--- src/rtl/ram_fifo_drain.sv ---
// Read-side master for the byte-FIFO RAM: drains len bytes into a small output buffer and streams them out.
// Optional starvation abort is compiled in with `define DRAIN_TIMEOUT_EN.
module ram_fifo_drain #(
  parameter int DATA_W      = 8,
  parameter int LEN_W       = 11,
  parameter int BUF_DEPTH   = 4,
  parameter int TIMEOUT_CYC = 255
) (
  input  logic              clk,
  input  logic              rst,
  input  logic              start,
  input  logic [LEN_W-1:0]  len,
  output logic              busy,
  output logic              done,
  output logic              timeout_err,
  output logic              mem_rd_en,
  input  logic              mem_empty,
  input  logic [DATA_W-1:0] mem_data,
  output logic              m_valid,
  output logic [DATA_W-1:0] m_data,
  input  logic              m_ready
);

  localparam int PTR_W = (BUF_DEPTH > 1) ? $clog2(BUF_DEPTH) : 1;
  localparam int OCC_W = PTR_W + 1;

  typedef enum logic [1:0] {S_IDLE, S_RUN, S_FIN} state_t;

  state_t             r_state;
  logic [LEN_W-1:0]   r_len;
  logic [LEN_W-1:0]   r_issued;
  logic               r_inflight;
  logic               r_busy;
  logic               r_done;
  logic               r_timeout_err;
  logic [DATA_W-1:0]  r_buf [BUF_DEPTH];
  logic [PTR_W-1:0]   r_wr_ptr;
  logic [PTR_W-1:0]   r_rd_ptr;
  logic [OCC_W-1:0]   r_occ;

  logic               w_abort;
  logic               w_more;
  logic               w_room;
  logic               w_rd_en;
  logic               w_push;
  logic               w_pop;
  logic               w_drained;

  // Room is judged on occupancy before this cycle's pop plus any read still in flight.
  assign w_more    = (r_issued != r_len) && !w_abort;
  assign w_room    = ((OCC_W+1)'(r_occ) + (OCC_W+1)'(r_inflight)) < (OCC_W+1)'(BUF_DEPTH);
  assign w_rd_en   = (r_state == S_RUN) && w_more && !mem_empty && w_room;
  assign w_push    = r_inflight;
  assign w_pop     = (r_occ != '0) && m_ready;
  assign w_drained = !w_more && !r_inflight && (r_occ == '0);

  assign mem_rd_en   = w_rd_en;
  assign m_valid     = (r_occ != '0);
  assign m_data      = r_buf[r_rd_ptr];
  assign busy        = r_busy;
  assign done        = r_done;
  assign timeout_err = r_timeout_err;

`ifdef DRAIN_TIMEOUT_EN
  localparam int TO_W = $clog2(TIMEOUT_CYC + 1);

  logic [TO_W-1:0] r_to_cnt;
  logic            r_abort;
  logic            w_starved;

  assign w_starved = (r_state == S_RUN) && w_more && mem_empty;
  assign w_abort   = r_abort;

  always_ff @(posedge clk or posedge rst) begin
    if (rst) begin
      r_to_cnt <= '0;
      r_abort  <= 1'b0;
    end else if (r_state == S_IDLE && start) begin
      r_to_cnt <= '0;
      r_abort  <= 1'b0;
    end else if (w_starved) begin
      if (r_to_cnt == TO_W'(TIMEOUT_CYC - 1)) begin
        r_to_cnt <= '0;
        r_abort  <= 1'b1;
      end else begin
        r_to_cnt <= r_to_cnt + TO_W'(1);
      end
    end else begin
      r_to_cnt <= '0;
    end
  end
`else
  assign w_abort = 1'b0;
`endif

  always_ff @(posedge clk or posedge rst) begin
    if (rst) begin
      r_state       <= S_IDLE;
      r_len         <= '0;
      r_issued      <= '0;
      r_inflight    <= 1'b0;
      r_busy        <= 1'b0;
      r_done        <= 1'b0;
      r_timeout_err <= 1'b0;
    end else begin
      r_done     <= 1'b0;
      r_inflight <= w_rd_en;
      if (w_rd_en) begin
        r_issued <= r_issued + LEN_W'(1);
      end
      case (r_state)
        S_IDLE: begin
          if (start) begin
            r_len         <= len;
            r_issued      <= '0;
            r_busy        <= 1'b1;
            r_timeout_err <= 1'b0;
            r_state       <= (len == '0) ? S_FIN : S_RUN;
          end else if (r_done) begin
            r_busy <= 1'b0;
          end
        end
        S_RUN: begin
          if (w_drained) begin
            r_state <= S_FIN;
          end
        end
        S_FIN: begin
          r_state       <= S_IDLE;
          r_done        <= 1'b1;
          r_timeout_err <= w_abort;
        end
        default: r_state <= S_IDLE;
      endcase
    end
  end

  always_ff @(posedge clk or posedge rst) begin
    if (rst) begin
      r_wr_ptr <= '0;
      r_rd_ptr <= '0;
      r_occ    <= '0;
    end else begin
      if (w_push) r_wr_ptr <= r_wr_ptr + PTR_W'(1);
      if (w_pop)  r_rd_ptr <= r_rd_ptr + PTR_W'(1);
      case ({w_push, w_pop})
        2'b10:   r_occ <= r_occ + OCC_W'(1);
        2'b01:   r_occ <= r_occ - OCC_W'(1);
        default: r_occ <= r_occ;
      endcase
    end
  end

  genvar gi;
  generate
    for (gi = 0; gi < BUF_DEPTH; gi++) begin : g_buf
      always_ff @(posedge clk or posedge rst) begin
        if (rst) begin
          r_buf[gi] <= '0;
        end else if (w_push && (r_wr_ptr == PTR_W'(gi))) begin
          r_buf[gi] <= mem_data;
        end
      end
    end
  endgenerate

endmodule

--- config.mk ---
export PLATFORM = sky130hd
export DESIGN_NAME = ram_fifo_drain
export DESIGN_NICKNAME = d
export VERILOG_FILES = /design/src/rtl/ram_fifo_drain.sv
export SDC_FILE = /design/constraint.sdc
export NUM_CORES = 1
export LEC_CHECK = 0
export ABC_AREA = 1
export CORE_UTILIZATION = 51
export CTS_BUF_LIST = sky130_fd_sc_hd__clkbuf_16
export DETAILED_ROUTE_END_ITERATION = 6
export PLACE_DENSITY = 0.78
export SLEW_MARGIN = 30
export SYNTH_ARGS = -nofsm -noshare
export SYNTH_HDL_FRONTEND = slang
export SYNTH_SLANG_ARGS = --single-unit
--- constraint.sdc ---
create_clock -name clk -period 2.7 [get_ports clk]
set_clock_uncertainty 0.2 [all_clocks]
set_input_delay 0.54 -clock clk [delete_from_list [all_inputs] [get_ports clk]]
set_output_delay 0.54 -clock clk [all_outputs]
set_load 0.05 [all_outputs]
==> impl_metrics.py, run 1 <==
metrics = {
    "cells_and_area": {
        "diodes": 0,
        "num-nets-final": 480,
        "stdcell_count": 529,
        "area_delta_synth_final_pct": 24.64,
        "fill_cells": 476,
        "drive_above_1_share": 0.07709,
    },
    "run_status": {
        "status": "completed",
    },
    "synthesis": {
        "ys_seq_area_frac": 0.5042,
        "synth_area_um2": 3276,
        "synth_area_leaders": "dfrtp_1, nand2_1, o21ai_0",
        "yosysTopAreaCell": "dfrtp_1",
        "synth_cell_types": 29,
        "ys_top_cells_by_count": "nand2_1, dfrtp_1, o21ai_0, inv_1, nor2_1",
        "ys_ff_latch": 66,
        "ys_warn_count": 0,
        "synth_edf_count": 0,
        "synth_cells": 411,
        "ys.flop_type": "dfrtp_1",
        "synth.most_common_cell": "nand2_1",
        "avgSynthCellArea_um2": 7.970,
        "synth_async_sr_flop_share": 1.000,
        "syn-num-nets": 442,
        "synth_top_area_share": 0.5042,
    },
    "setup_path": {
        "crit_type": "reg -> out",
        "endpoint": "mem_rd_en",
        "path_cells": "inv_1 > nand2_1 > nand2_1 > nand2_1 > nor2_1 > nand3_2 > nand3_1 > inv_1 > buf_12",
        "reg2reg_depth": 8,
        "cp_slowest_cell": "dfrtp_1",
        "required_ps": 1960,
        "cpPeakStageDelay_ps": 440,
        "crit_cells": 9,
        "r2r_slack_ps": 550,
        "crit_start": "r_issued[2]",
        "path_common_cell": "nand2_1",
        "critical_path_buf_inv_count": 3,
        "arrival_ps": 1750,
        "cp_max_fo": 5,
        "cp_top_family": "simple AND/OR/NAND/NOR gates",
        "r2r_end": "r_occ[1]",
        "timing.rr.start": "r_occ[1]",
        "start_kind": "register",
        "endpoint_kind": "output pin",
    },
    "route": {
        "via_per_inst": 5.304,
        "dr_total_vias": 2806,
        "dr.pass1.iters": 5,
        "routed_wl_um": 7222,
        "detail-route-antenna-nets": 0,
        "drtIter0Drc": 242,
        "drc": 0,
        "routedWlPerCell_um": 13.65,
    },
    "die": {
        "dieArea_um2": 6747,
        "pin_count": 37,
        "die_y_um": 82.14,
        "fp.coreArea_um2": 6061,
        "die_w_um": 82.14,
        "row_count": 28,
        "initial_core_util": 0.5405,
    },
    "power": {
        "leakage_nw": 2.020,
        "power.density_nw_per_um2": 1295,
        "total_power_mw": 5.288,
        "irDropWorstVdd_v": 0.0008285,
    },
    "clocking": {
        "cts-root-buf": "clkbuf_16",
        "cts_tree": "built",
        "clk_pin_slew_ps": 50,
        "cts_made_buffers": 9,
        "cts_sinks": 66,
        "cts.path.max_buffers": 2,
        "clk_latency_ps": 320,
        "htree_levels": 3,
    },
    "sta": {
        "slew_headroom": 0.6375,
        "post-route-period-util": 0.9207,
        "worst_pin_slew_ps": 543.1,
        "grt_setup_unrepaired": "no",
        "finalSetupTns_ps": 0,
        "finalMaxSlewViolations": 0,
        "period_needed_ps": 2486,
        "setup_viol": 0,
        "max_freq_ghz": 0.4022,
        "worst_slack_ps": 214.0,
        "hold_viol": 0,
    },
    "global_routing": {
        "track_usage": 0.2452,
        "grt_pass1_wl_um": 12320,
        "grt_max_degree": 67,
        "antenna_found_initial": 0,
        "grt-ovfl-total": 0,
        "grt_pass1_vias": 2667,
    },
    "worst_hold_path": {
        "hp-class": "reg -> reg",
    },
    "placed_design": {
        "dp_hpwl_um": 4687,
        "pre_cts_ws_ps": 246.4,
        "io_buffers": 35,
        "gp_congestion": 0.8191,
        "dp.cells": 513,
    },
    "job": {
        "maxCapViolCount": 0,
    },
}
-- flip-flops by register name (all words and copies together), names as in the netlist --
| signal | flops |
|---|---|
| busy | 1 |
| done | 1 |
| r_buf | 32 |
| r_inflight | 1 |
| r_issued | 11 |
| r_len | 11 |
| r_occ | 3 |
| r_rd_ptr | 2 |
| r_state | 2 |
| r_wr_ptr | 2 |
-- cell families after synthesis --
logic type | synth area share
flip-flops | 0.5042
XOR/XNOR | 0.02674
adder cells (fa/ha/maj) | 0.02903
AND/OR/NAND/NOR | 0.2292
multiplexers | 0.003056
other | 0.001145
AO/OA/AOI/OAI | 0.1192
buffers and inverters | 0.08747
-- stage by stage --
stage          area [um2]    util  hold WS (ps)
2_1_floorplan        3276       -         224.8
3_3_place_gp         3795  0.6261         237.4
3_5_place_dp         3795  0.6261         242.8
4_1_cts              4080  0.6732         251.2
5_1_grt              4083  0.6736         288.6
6_report             4083  0.6736         250.0
-- report_power, final --
group / internal [mW] / switching (mW)
sequential: 1.43 / 0.317
clock: 0.701 / 0.409
combinational: 0.987 / 1.45
-- worst min-delay path by stage --
| stage | endpoint | from | cells after the start | slack (ps) |
|---|---|---|---|---|
| after floorplan | done | r_state[0] | 1 | 220 |
| after global placement | done | r_state[0] | 1 | 240 |
| after detailed placement | done | r_state[0] | 1 | 240 |
| after CTS | done | r_state[0] | 1 | 250 |
| after global routing | done | r_state[0] | 1 | 290 |
| final | done | r_state[0] | 1 | 250 |
-- metal layers --
layer | up-vias | global-route usage | wire (um)
li1 | 1362 | - | -
met2 | 82 | 0.3893 | 3444
met3 | 6 | 0.05495 | 364
met4 | 0 | 0.07895 | 74
met1 | 1356 | 0.3338 | 3338
met5 | - | 0 | 0
-- layout by cell type (no fill, tap or decap), types with 3 or more instances in the layout --
| cell type | count |
|---|---|
| nand3_1 | 12 |
| nand3b_1 | 3 |
| inv_2 | 3 |
| buf_12 | 10 |
| xnor2_1 | 5 |
| nor2_1 | 46 |
| o21bai_1 | 4 |
| clkinv_1 | 4 |
| xor2_1 | 5 |
| o22ai_1 | 8 |
| nand2_1 | 108 |
| dfrtp_1 | 66 |
| inv_1 | 54 |
| o21ai_0 | 59 |
| ha_1 | 6 |
| clkdlybuf4s50_1 | 25 |
| clkbuf_16 | 9 |
| nand4_1 | 3 |
| buf_4 | 5 |
-- final cells by class --
type                            instances  area (um2)  area share
Clock inverter                          7       60.06     0.01471
Inverter                               57       214.0     0.05241
Clock buffer                            9       225.2     0.05516
Timing Repair Buffer                   41       500.5      0.1226
Tap cell                               75       93.84     0.02298
Sequential cell                        66        1652      0.4045
Multi-Input combinational cell        274        1338      0.3276
-- repair_timing --
action	4_1_cts	5_1_grt
setup buffers	0	0
setup endpoints to repair	0	1
hold buffers	0	0
resized for setup	0	1
Power figures use the tool's default switching activity.
==> run 2: changes to the inputs <==
--- a/config.mk
+++ b/config.mk
@@ -6,6 +6,7 @@
 export NUM_CORES = 1
 export LEC_CHECK = 0
 export ABC_AREA = 1
+export CORE_MARGIN = 2
 export CORE_UTILIZATION = 51
 export CTS_BUF_LIST = sky130_fd_sc_hd__clkbuf_16
 export DETAILED_ROUTE_END_ITERATION = 6
==> impl_metrics.py, run 2 (synthesized netlist as in run 1, its figures left out) <==
metrics = {
    "run_status": {
        "status": "completed",
    },
    "global_routing": {
        "antenna_found_initial": 0,
        "grt_max_degree": 67,
        "grt-ovfl-total": 0,
        "track_usage": 0.2135,
        "grt_pass1_vias": 2857,
        "grt_pass1_wl_um": 12230,
    },
    "die": {
        "dieArea_um2": 7080,
        "die_w_um": 84.14,
        "initial_core_util": 0.5218,
        "pin_count": 37,
        "row_count": 29,
        "fp.coreArea_um2": 6277,
        "die_y_um": 84.14,
    },
    "power": {
        "power.density_nw_per_um2": 1309,
        "total_power_mw": 5.389,
        "irDropWorstVdd_v": 0.0009255,
        "leakage_nw": 2.038,
    },
    "sta": {
        "max_freq_ghz": 0.3876,
        "worst_pin_slew_ps": 526.2,
        "finalSetupTns_ps": 0,
        "period_needed_ps": 2580,
        "finalMaxSlewViolations": 0,
        "post-route-period-util": 0.9556,
        "slew_headroom": 0.6484,
        "hold_viol": 0,
        "grt_setup_unrepaired": "no",
        "setup_viol": 0,
    },
    "route": {
        "detail-route-antenna-nets": 0,
        "drtIter0Drc": 202,
        "routedWlPerCell_um": 13.12,
        "via_per_inst": 5.256,
        "drc": 0,
        "routed_wl_um": 6967,
        "dr.pass1.iters": 4,
        "dr_total_vias": 2791,
    },
    "clocking": {
        "post_cts_buffers": 0,
        "clk_latency_ps": 330,
        "htree_levels": 3,
        "clk_pin_slew_ps": 60,
        "cts_made_buffers": 9,
        "cts_tree": "built",
        "ctsHoldBuffers": 0,
        "cts-root-buf": "clkbuf_16",
        "cts_sinks": 66,
        "cts_resized": 0,
        "cts.path.max_buffers": 2,
    },
    "placed_design": {
        "gp_congestion": 0.8301,
        "io_buffers": 35,
        "dp_hpwl_um": 4597,
    },
    "cells_and_area": {
        "ff_latch_area_um2": 1652,
        "num-nets-final": 480,
        "final_cell_mix": "nand2_1, dfrtp_1, o21ai_0",
        "area_delta_synth_final_pct": 25.67,
        "drive_above_1_share": 0.08370,
        "fill_cells": 496,
        "largest_reg_flops": 32,
        "multi_input_area_um2": 1338,
        "diodes": 0,
        "final_common_cell": "nand2_1",
        "regMostFlops": "r_buf",
        "reg_top3": "r_buf (32), r_issued (11), r_len (11)",
    },
    "setup_path": {
        "arrival_ps": 1840,
        "start_kind": "register",
        "endpoint_kind": "output pin",
        "crit_type": "reg -> out",
        "r2r_slack_ps": 590,
        "cp_max_fo": 4,
        "required_ps": 1960,
    },
    "job": {
        "maxCapViolCount": 0,
    },
    "worst_hold_path": {
        "hp-class": "reg -> reg",
    },
}
-- run 2: changes by cell type in the layout (fill, tap and decap cells not counted), sizes merged --
cell           previous run  this run
bufinv                    1         2
clkdlybuf4s50            25        26
clkinvlp                  2         1
dlymetal6s2s              1         0
-- run 2: layer usage --
metal  share of wire  vias up  track usage
li1                -     1364            -
met1            0.46     1344       0.2847
met2            0.47       64       0.3377
met3           0.040       19      0.03441
met4           0.031        0       0.1129
met5               0        -            0
-- run 2: power breakdown --
group,internal [mW],switching [mW],total (mW)
clock network,0.806,0.429,1.23
logic,0.987,1.43,2.41
registers,1.43,0.313,1.74
total,3.22,2.17,5.39
-- run 2: final timing paths --
kind                             from           to  depth (start not counted)
max                          r_occ[1]      m_valid                          3
min reg2reg                r_state[0]         done                          1
max reg2reg                  r_occ[1]     r_occ[1]                          8
min                        r_state[0]         done                          1
min in group asynchronous         rst     r_buf[1]                          3
max in group asynchronous         rst  r_issued[5]                          3
-- run 2: critical path, cell delays in order (launching register included) --
cell and delay (ps):
dfrtp_1 410, nor3_1 310, inv_1 100, clkdlybuf4s50_1 710
-- run 2: metrics by stage --
step | hold slack, ps | utilization | instance area [um2] | worst slack [ps] | cells
floorplan | 224.8 | - | 3276 | 178.6 | 411
global placement | 239.6 | 0.6049 | 3797 | 271.0 | 515
global route | 280.0 | 0.6558 | 4116 | 29.03 | 531
detailed placement | 251.1 | 0.6049 | 3797 | 242.5 | 515
finish | 249.0 | 0.6558 | 4116 | 119.8 | 531
CTS | 253.3 | 0.6558 | 4116 | 105.3 | 531
-- run 2: final cells by class --
| type | count | area share |
|---|---|---|
| Clock buffer | 9 | 0.05471 |
| Multi-Input combinational cell | 274 | 0.3249 |
| Inverter | 57 | 0.05198 |
| Sequential cell | 66 | 0.4012 |
| Tap cell | 77 | 0.02340 |
| Clock inverter | 7 | 0.02280 |
| Timing Repair Buffer | 41 | 0.1210 |
==> run 3: changes to the inputs <==
--- a/config.mk
+++ b/config.mk
@@ -6,10 +6,13 @@
 export NUM_CORES = 1
 export LEC_CHECK = 0
 export ABC_AREA = 1
+export CAP_MARGIN = 15
+export CORE_ASPECT_RATIO = 0.75
 export CORE_MARGIN = 2
 export CORE_UTILIZATION = 51
 export CTS_BUF_LIST = sky130_fd_sc_hd__clkbuf_16
 export DETAILED_ROUTE_END_ITERATION = 6
+export HOLD_SLACK_MARGIN = 0.03
 export PLACE_DENSITY = 0.78
 export SLEW_MARGIN = 30
 export SYNTH_ARGS = -nofsm -noshare
==> impl_metrics.py, run 3 (synthesized netlist as in run 1, its figures left out) <==
metrics = {
    "placed_design": {
        "dp_hpwl_um": 4756,
        "dp.cells": 519,
        "postPlaceCellArea_um2": 3802,
        "io_buffers": 35,
        "gp_congestion": 0.8993,
    },
    "global_routing": {
        "met3_usage": 0.05949,
        "use_met1": 0.3164,
        "use_met2": 0.3573,
        "grt_pass1_vias": 2767,
        "track_usage": 0.2304,
        "grt-busiest-layer": "met2",
        "grt-ovfl-total": 0,
        "grt_pass1_wl_um": 12380,
        "grt_max_degree": 67,
        "antenna_found_initial": 0,
    },
    "power": {
        "irDropWorstVdd_v": 0.0007066,
        "leakage_nw": 2.033,
        "power.density_nw_per_um2": 1289,
    },
    "die": {
        "fp.coreArea_um2": 6256,
        "die_y_um": 73.41,
        "initial_core_util": 0.5236,
        "pin_count": 37,
        "dieArea_um2": 7087,
        "die_w_um": 96.54,
        "row_count": 25,
    },
    "route": {
        "routedWlPerCell_um": 13.66,
        "detail-route-antenna-nets": 0,
        "via_per_inst": 5.260,
        "routed_wl_um": 7295,
        "dr.pass1.iters": 5,
        "drc": 0,
        "dr_total_vias": 2809,
        "drtIter0Drc": 201,
    },
    "cells_and_area": {
        "stdcell_count": 534,
        "largest_reg_flops": 32,
        "diodes": 0,
        "drive_above_1_share": 0.07726,
        "final_common_cell": "nand2_1",
        "area_delta_synth_final_pct": 24.60,
        "final_cell_mix": "nand2_1, dfrtp_1, o21ai_0",
        "num-nets-final": 480,
        "final_area_um2": 4081,
        "regMostFlops": "r_buf",
        "reg_top3": "r_buf (32), r_issued (11), r_len (11)",
    },
    "clocking": {
        "cts_tree": "built",
        "htree_levels": 3,
        "clk_latency_ps": 320,
        "cts_made_buffers": 9,
        "ctsHoldBuffers": 0,
        "post_cts_buffers": 0,
        "cts_sinks": 66,
        "cts-root-buf": "clkbuf_16",
        "cts.path.max_buffers": 2,
        "clk_pin_slew_ps": 50,
    },
    "setup_path": {
        "path_cells": "inv_1 > o21ai_0 > o22ai_1 > buf_12",
        "endpoint_kind": "output pin",
        "start_kind": "register",
        "required_ps": 1960,
        "cp_max_fo": 17,
        "crit_type": "reg -> out",
        "cp_slowest_cell": "inv_1",
        "arrival_ps": 1690,
        "cpPeakStageDelay_ps": 390,
    },
    "sta": {
        "worst_pin_slew_ps": 556.5,
        "grt_setup_unrepaired": "no",
        "finalMaxSlewViolations": 0,
        "slew_headroom": 0.6286,
        "max_freq_ghz": 0.4123,
        "period_needed_ps": 2425,
        "finalSetupTns_ps": 0,
        "hold_viol": 0,
        "setup_viol": 0,
        "post-route-period-util": 0.8982,
    },
    "run_status": {
        "status": "completed",
    },
    "worst_hold_path": {
        "hp-class": "reg -> reg",
    },
    "job": {
        "maxCapViolCount": 0,
    },
}
run 3: final cells by class:
type	instances	area, um2
sequential	66	1652
inverter	57	214.0
tap	81	101.3
timing repair buffer	41	500.5
fill	507	2175
clock buffer	9	225.2
multi-input combinational	274	1338
clock inverter	6	51.30
run 3: power breakdown:
part           internal [mW]  switching, mW
Clock                  0.695          0.388
Sequential              1.43          0.322
Combinational          0.985           1.44
run 3: layer usage:
| layer | part of all wire | wire length (um) | up-vias |
|---|---|---|---|
| met3 | 0.054 | 396 | 12 |
| met4 | 0.012 | 91 | 0 |
| li1 | - | - | 1369 |
| met2 | 0.48 | 3474 | 87 |
| met1 | 0.46 | 3332 | 1341 |
| met5 | 0 | 0 | - |
run 3: critical path: cells and delay by family, from the launching register on:
kind                   cells  cell delay (ps)
flip-flops                 1              380
buffers and inverters      2              570
AO/OA/AOI/OAI              2              410
run 3: what timing repair did:
item / CTS / global route
gates resized for setup: 0 / 1
endpoints found under the setup margin: 0 / 1
endpoints found under the hold margin: 0 / 0
run 3: path summary, 6_finish.rpt:
| path | start | endpoint | slack, ps | depth (start not counted) |
|---|---|---|---|---|
| setup / recovery | r_rd_ptr[0] | m_data[3] | 270 | 4 |
| hold / removal | r_state[0] | done | 250 | 1 |
| setup reg to reg | r_occ[0] | r_occ[1] | 570 | 8 |
| hold reg to reg | r_state[0] | done | 250 | 1 |
| max in group asynchronous | rst | r_buf[23] | 1620 | 3 |
| min in group asynchronous | rst | r_buf[28] | 410 | 3 |
run 3: stage by stage:
stage               setup slack, ps    util  hold slack [ps]  power, mW
finish                        274.8  0.6524            251.2      5.260
detailed placement            263.0  0.6078            249.2      4.149
CTS                           107.4  0.6520            253.6      5.278
global placement              276.6  0.6078            240.6      4.056
floorplan                     178.6       -            224.8      3.229
global route                  116.9  0.6524            276.4      5.633
